### src/rtl/prim_flop_rr_wr_arb.sv
// Round-robin write arbiter in front of a single shared flop register, with a
// post-write hold-off window. Optional lock port under PRIM_FLOP_RR_WR_ARB_LOCK_EN.
module prim_flop_rr_wr_arb #(
  parameter int unsigned       NumReq     = 4,
  parameter int unsigned       Width      = 32,
  parameter logic [Width-1:0]  ResetValue = '0,
  parameter int unsigned       HoldCycles = 2
) (
  input  logic                        clk_i,
  input  logic                        rst_ni,
  input  logic [NumReq-1:0]           req_i,
  input  logic [NumReq*Width-1:0]     wdata_i,
`ifdef PRIM_FLOP_RR_WR_ARB_LOCK_EN
  input  logic                        lock_i,
  output logic                        locked_o,
`endif
  output logic [NumReq-1:0]           gnt_o,
  output logic [Width-1:0]            q_o,
  output logic                        wr_o,
  output logic [$clog2(NumReq)-1:0]   wr_idx_o,
  output logic                        busy_o
);

  localparam int unsigned IdxW = $clog2(NumReq);

  typedef enum logic {
    ST_IDLE = 1'b0,
    ST_HOLD = 1'b1
  } state_e;

  state_e              r_state;
  state_e              w_state_next;
  logic [7:0]          r_hold_cnt;
  logic [7:0]          w_hold_cnt_next;
  logic [IdxW-1:0]     r_ptr;
  logic [IdxW-1:0]     w_ptr_next;
  logic [Width-1:0]    r_q;
  logic                r_wr;
  logic [IdxW-1:0]     r_wr_idx;

  logic [2*NumReq-1:0] w_req_dbl;
  logic [2*NumReq-1:0] w_req_shift;
  logic [NumReq-1:0]   w_req_rot;
  logic                w_found;
  logic [IdxW-1:0]     w_off;
  logic [IdxW:0]       w_sum;
  logic [IdxW-1:0]     w_gnt_idx;
  logic                w_can_grant;
  logic                w_grant;
  logic [NumReq-1:0]   w_gnt;
  logic [Width-1:0]    w_wdata_sel;
  logic                w_locked;

`ifdef PRIM_FLOP_RR_WR_ARB_LOCK_EN
  logic r_locked;

  always_ff @(posedge clk_i or negedge rst_ni) begin
    if (!rst_ni) begin
      r_locked <= 1'b0;
    end else if (lock_i) begin
      r_locked <= 1'b1;
    end
  end

  assign w_locked = r_locked;
  assign locked_o = r_locked;
`else
  assign w_locked = 1'b0;
`endif

  // Rotating the doubled request vector by the pointer turns the wrap-around
  // search into a plain lowest-set-bit search.
  assign w_req_dbl   = {req_i, req_i};
  assign w_req_shift = w_req_dbl >> r_ptr;
  assign w_req_rot   = w_req_shift[NumReq-1:0];

  // NOTE: every signal driven here gets a default first, so no path leaves it
  // unassigned and no latch is inferred.
  always_comb begin
    w_found = 1'b0;
    w_off   = '0;
    for (int unsigned i = 0; i < NumReq; i++) begin
      if (!w_found && w_req_rot[i]) begin
        w_found = 1'b1;
        w_off   = IdxW'(i);
      end
    end
  end

  always_comb begin
    w_sum = {1'b0, r_ptr} + {1'b0, w_off};
    if (w_sum >= (IdxW+1)'(NumReq)) begin
      w_sum = w_sum - (IdxW+1)'(NumReq);
    end
  end

  assign w_gnt_idx   = w_sum[IdxW-1:0];
  // Reset gates the grant so nothing can commit on an edge while rst_ni is low.
  assign w_can_grant = rst_ni && (r_state == ST_IDLE) && !w_locked;
  assign w_grant     = w_can_grant && w_found;

  always_comb begin
    w_gnt       = '0;
    w_wdata_sel = '0;
    for (int unsigned i = 0; i < NumReq; i++) begin
      w_gnt[i] = w_grant && (w_gnt_idx == IdxW'(i));
      if (w_gnt[i]) begin
        w_wdata_sel = wdata_i[i*Width +: Width];
      end
    end
  end

  assign w_ptr_next = (w_gnt_idx == IdxW'(NumReq - 1)) ? '0 : w_gnt_idx + 1'b1;

  always_comb begin
    w_state_next    = r_state;
    w_hold_cnt_next = r_hold_cnt;
    case (r_state)
      ST_IDLE: begin
        if (w_grant && (HoldCycles > 0)) begin
          w_state_next    = ST_HOLD;
          w_hold_cnt_next = 8'(HoldCycles - 1);
        end
      end
      ST_HOLD: begin
        if (r_hold_cnt == 8'd0) begin
          w_state_next = ST_IDLE;
        end else begin
          w_hold_cnt_next = r_hold_cnt - 8'd1;
        end
      end
      default: begin
        w_state_next    = ST_IDLE;
        w_hold_cnt_next = 8'd0;
      end
    endcase
  end

  // NOTE: state is updated with non-blocking assignments so every flop samples
  // the values from before the edge, independent of statement order.
  always_ff @(posedge clk_i or negedge rst_ni) begin
    if (!rst_ni) begin
      r_state    <= ST_IDLE;
      r_hold_cnt <= 8'd0;
      r_ptr      <= '0;
    end else begin
      r_state    <= w_state_next;
      r_hold_cnt <= w_hold_cnt_next;
      if (w_grant) begin
        r_ptr <= w_ptr_next;
      end
    end
  end

  // NOTE: the register itself is a plain flop bank, so it does get reset to
  // ResetValue; only true RAM arrays are left without reset.
  always_ff @(posedge clk_i or negedge rst_ni) begin
    if (!rst_ni) begin
      r_q      <= ResetValue;
      r_wr     <= 1'b0;
      r_wr_idx <= '0;
    end else begin
      r_wr <= w_grant;
      if (w_grant) begin
        r_q      <= w_wdata_sel;
        r_wr_idx <= w_gnt_idx;
      end
    end
  end

  assign gnt_o    = w_gnt;
  assign q_o      = r_q;
  assign wr_o     = r_wr;
  assign wr_idx_o = r_wr_idx;
  assign busy_o   = (r_state == ST_HOLD);

  a_gnt_onehot0 : assert property (@(posedge clk_i) disable iff (!rst_ni)
    $onehot0(gnt_o));
  a_no_gnt_in_hold : assert property (@(posedge clk_i) disable iff (!rst_ni)
    busy_o |-> (gnt_o == '0));

endmodule

### config.mk
export PLATFORM = sky130hd
export DESIGN_NAME = prim_flop_rr_wr_arb
export DESIGN_NICKNAME = d
export VERILOG_FILES = /design/src/rtl/prim_flop_rr_wr_arb.sv
export SDC_FILE = /design/constraint.sdc
export NUM_CORES = 1
export LEC_CHECK = 0
export CAP_MARGIN = 20
export CORE_MARGIN = 5
export CORE_UTILIZATION = 36
export CTS_BUF_LIST = sky130_fd_sc_hd__clkbuf_8
export DETAILED_ROUTE_END_ITERATION = 10
export GPL_TIMING_DRIVEN = 1
export PLACE_DENSITY = 0.8
export SETUP_SLACK_MARGIN = 0.3
export SYNTH_ARGS = -nofsm -noshare
export SYNTH_HDL_FRONTEND = slang
export SYNTH_SLANG_ARGS = --single-unit
### constraint.sdc
create_clock -name clk_i -period 3 [get_ports clk_i]
set_input_delay 0.3 -clock clk_i [delete_from_list [all_inputs] [get_ports clk_i]]
set_output_delay 0.3 -clock clk_i [all_outputs]
set_load 0.02 [all_outputs]
==> results of run 1 <==
Yosys cell counts, drive strengths merged, types with 2 or more instances:
master | number | area, µm²
dfrtp | 46 | 1150
a221oi | 32 | 280
nand2 | 30 | 113
a21oi | 26 | 130
nor2b | 23 | 144
o311ai | 22 | 215
nand3 | 21 | 105
nor2 | 20 | 75.1
buf | 16 | 114
clkbuf | 16 | 62.6
inv | 16 | 62.6
a211o | 11 | 96.3
ha | 6 | 75.1
nor3 | 6 | 30.0
and2 | 4 | 25.0
o21ai | 4 | 20.0
or2 | 4 | 25.0
xor2 | 4 | 35.0
nor3b | 3 | 22.5
mux2i | 2 | 20.0
nand2b | 2 | 20.0
o211ai | 2 | 15.0
flip-flops by register name, indices dropped and copies added (netlist names):
register    count
q_o            32
r_hold_cnt      8
r_ptr           2
wr_idx_o        2
busy_o          1
wr_o            1
cells by family after synthesis:
logic type | after synthesis | share of synthesized area [%]
flip-flops | 46 | 37.9
AND/OR/NAND/NOR | 124 | 22.3
XOR/XNOR | 4 | 1.15
multiplexers | 3 | 1.03
adder cells (fa/ha/maj) | 6 | 2.47
buffers and inverters | 48 | 7.87
AO/OA/AOI/OAI | 105 | 27.3
power by group through the flow:
stage,Sequential [µW],Clock [µW],Combinational (µW)
global placement,1090,0,3590
global route,1150,511,6110
CTS,1100,486,4950
detailed placement,1110,0,3710
floorplan,1310,0,2140
finish,1110,483,5800
placed cells by master, fill, tap and decap left out, drive strengths merged, types with 2 or more instances in the layout:
cell type,synthesis,routed
clkdlybuf4s50,0,164
buf,16,51
dfrtp,46,46
a221oi,32,32
nand2,30,30
a21oi,26,26
nor2b,23,23
o311ai,22,22
nand3,21,21
nor2,20,20
inv,16,16
a211o,11,11
clkbuf,16,8
nor3,6,6
ha,6,6
and2,4,4
or3,1,4
dlygate4sd2,0,4
o21ai,4,4
xor2,4,4
or2,4,4
nor3b,3,3
mux2i,2,2
o211ai,2,2
nand2b,2,2
metal layers:
layer / vias up / track usage, %
li1: 1669 / -
met1: 1826 / 26.6
met2: 183 / 45.0
met3: 42 / 7.37
met4: 0 / 11.6
met5: - / 0
per-stage QoR:
step,instances,power (µW)
after detailed placement,606,4820
after floorplan,336,3450
final,640,7400
after global placement,606,4690
after global routing,640,7770
after CTS,635,6530
final cells by class:
cell class	count	area [µm²]
flip-flops and latches	46	1150
well taps	105	131
repair buffers	221	2400
multi-input cells	245	2260
fillers	518	2100
inverters	16	62.6
clock buffers	6	82.6
clock inverters	1	30.0
path summary, 6_finish.rpt:
path / startpoint / to / slack (ns) / cells past startpoint
worst max-delay path: r_ptr[0]$_DFFE_PN0P_ / q_o[3]$_DFFE_PN0P_ / -0.01 / 13
worst min-delay path: rst_ni / q_o[19]$_DFFE_PN0P_ / 0.14 / 2
worst max register to register: r_ptr[0]$_DFFE_PN0P_ / q_o[3]$_DFFE_PN0P_ / -0.01 / 13
worst min register to register: wr_idx_o[0]$_DFFE_PN0P_ / wr_idx_o[0]$_DFFE_PN0P_ / 0.52 / 2
max in group asynchronous: rst_ni / r_ptr[0]$_DFFE_PN0P_ / 2.40 / 2
min in group clk_i: wr_idx_o[0]$_DFFE_PN0P_ / wr_idx_o[0]$_DFFE_PN0P_ / 0.52 / 2
critical path: cells and delay by family, from the launching register on:
family / cells / cell delay [ns]
AOI/OAI and AO/OA: 4 / 0.63
buffers and inverters: 2 / 0.21
DFF: 1 / 0.47
xor gates and xnor gates: 1 / 0.16
adders and majority gates: 2 / 0.42
and+or+nand+nor: 4 / 1.02
repair_timing:
item	in CTS	in global routing
endpoints found under the setup margin	36	37
hold buffers	0	0
gates cloned	9	3
resized for setup	90	53
pin swaps	35	40
setup buffers	13	2
==> metrics.yaml, run 1 <==
worst_setup_path:
  slowest_delay_ns: 0.48
  worstSetupStartpointType: "register"
  crit_path_max_fanout: 7
  critPathCaptureType: "register"
  cp_slowest_cell: "or3_4"
  path_cells: "nand3b_1 > o311ai_2 > o21ai_2 > o221ai_2 > ha_2 > xor2_2 > and3_4 > buf_6 > buf_6 > or2_4 > ha_4 > or3_4 > o311ai_4"
  worstPathRequired_ns: 3.20
  cpMostUsedCell: "buf_6"
  cp.arrival_ns: 3.22
  worstSetupPathType: "reg2reg"
sta:
  drv_slew: 0
  fin_skew_ns: 0.00653
  max_clock_freq_mhz: 332
  fin_crit_sh_pct: 100
  finalHoldViolations: 0
  maxSlewHeadroom_pct: 58.8
  tns_ns: -0.0211
  worst_slack_ns: -0.0109
  rsz0062_at_grt: "true"
  worstMarginPinSlew_ns: 0.618
  hold_ws_ns: 0.139
  fin_crit_ns: 3.01
  finalSetupViolCount: 2
worst_hold_path:
  hold_class: "in2async"
routing:
  vias: 3720
  wl_met3_um: 1250
  highest_layer: "met4"
  ant_nets: 0
  wl_met2_um: 7320
  first_pass_iters: 4
  viasPerCell: 5.81
  met1_length_um: 5330
  drt_iter0_drc: 200
  route.detailed.drc: 0
  wl_per_cell_um: 22.6
  wl_um: 14500
synth:
  synth_nets: 476
  ys_types: 52
  syn_area_per_cell_um2: 9.03
  netlist_instances: 336
  syn_area_um2: 3040
  yosys_warnings: 0
  async_reset_ff_share_pct: 100
  yosysSeqAreaShare_pct: 37.9
  synthFlopType: "dfrtp_1"
  ys_ff_latch: 46
  synth_edf_count: 0
final_layout:
  final_util_pct: 74.5
  n_antenna_cell: 0
  drive_gt1_share_pct: 27.7
  design_area_um2: 6120
  final_net_count: 675
  area_growth_pct: 102
clock_tree:
  max-clock-path-buffers: 2
  path_clk_slew_ns: 0.09
  cts.sinks: 46
  cts_htree_levels: 2
  insertion_delay_ns: 0.30
  root_buffer: "clkbuf_8"
  numCtsBuffers: 5
  tritoncts: "built"
floorplanning:
  coreArea_um2: 8220
  die_x_um: 102
  ios: 174
  die_h_um: 102
  dieArea_um2: 10400
  rows: 33
  initial_core_util_pct: 36.9
placement:
  port_buffers: 173
  place_hpwl_um: 8590
  place_ws_ns: -0.678
  place_area_um2: 4960
  gp_congestion: 0.895
power_and_ir_drop:
  p_switching_uw: 3230
  power_density_nw_per_um2: 1210
  comb_power_share_pct: 78.4
  leakagePower_uw: 0.00242
  power.internal_uw: 4170
  irDropWorstVdd_mv: 0.669
  p_seq_share_pct: 15.0
  switching_share_pct: 43.6
  clkPwrFrac_pct: 6.5
outcome:
  violations: "setup timing"
  status: "finished with violations"
global_routing:
  grt-ovfl-total: 0
  grt_pass1_vias: 3980
  grt_pass1_wl_um: 20200
  antenna_found_initial: 0
  grt_max_degree: 47
  track_usage_pct: 24.9
run:
  cap_violations: 0
Power figures use the tool's default switching activity.
==> run 2: changes to the inputs <==
Settings changed: CTS_CLUSTER_SIZE set to 14.
==> results of run 2 <==
The final DEF is identical to that of run 1; final timing and power are the same.
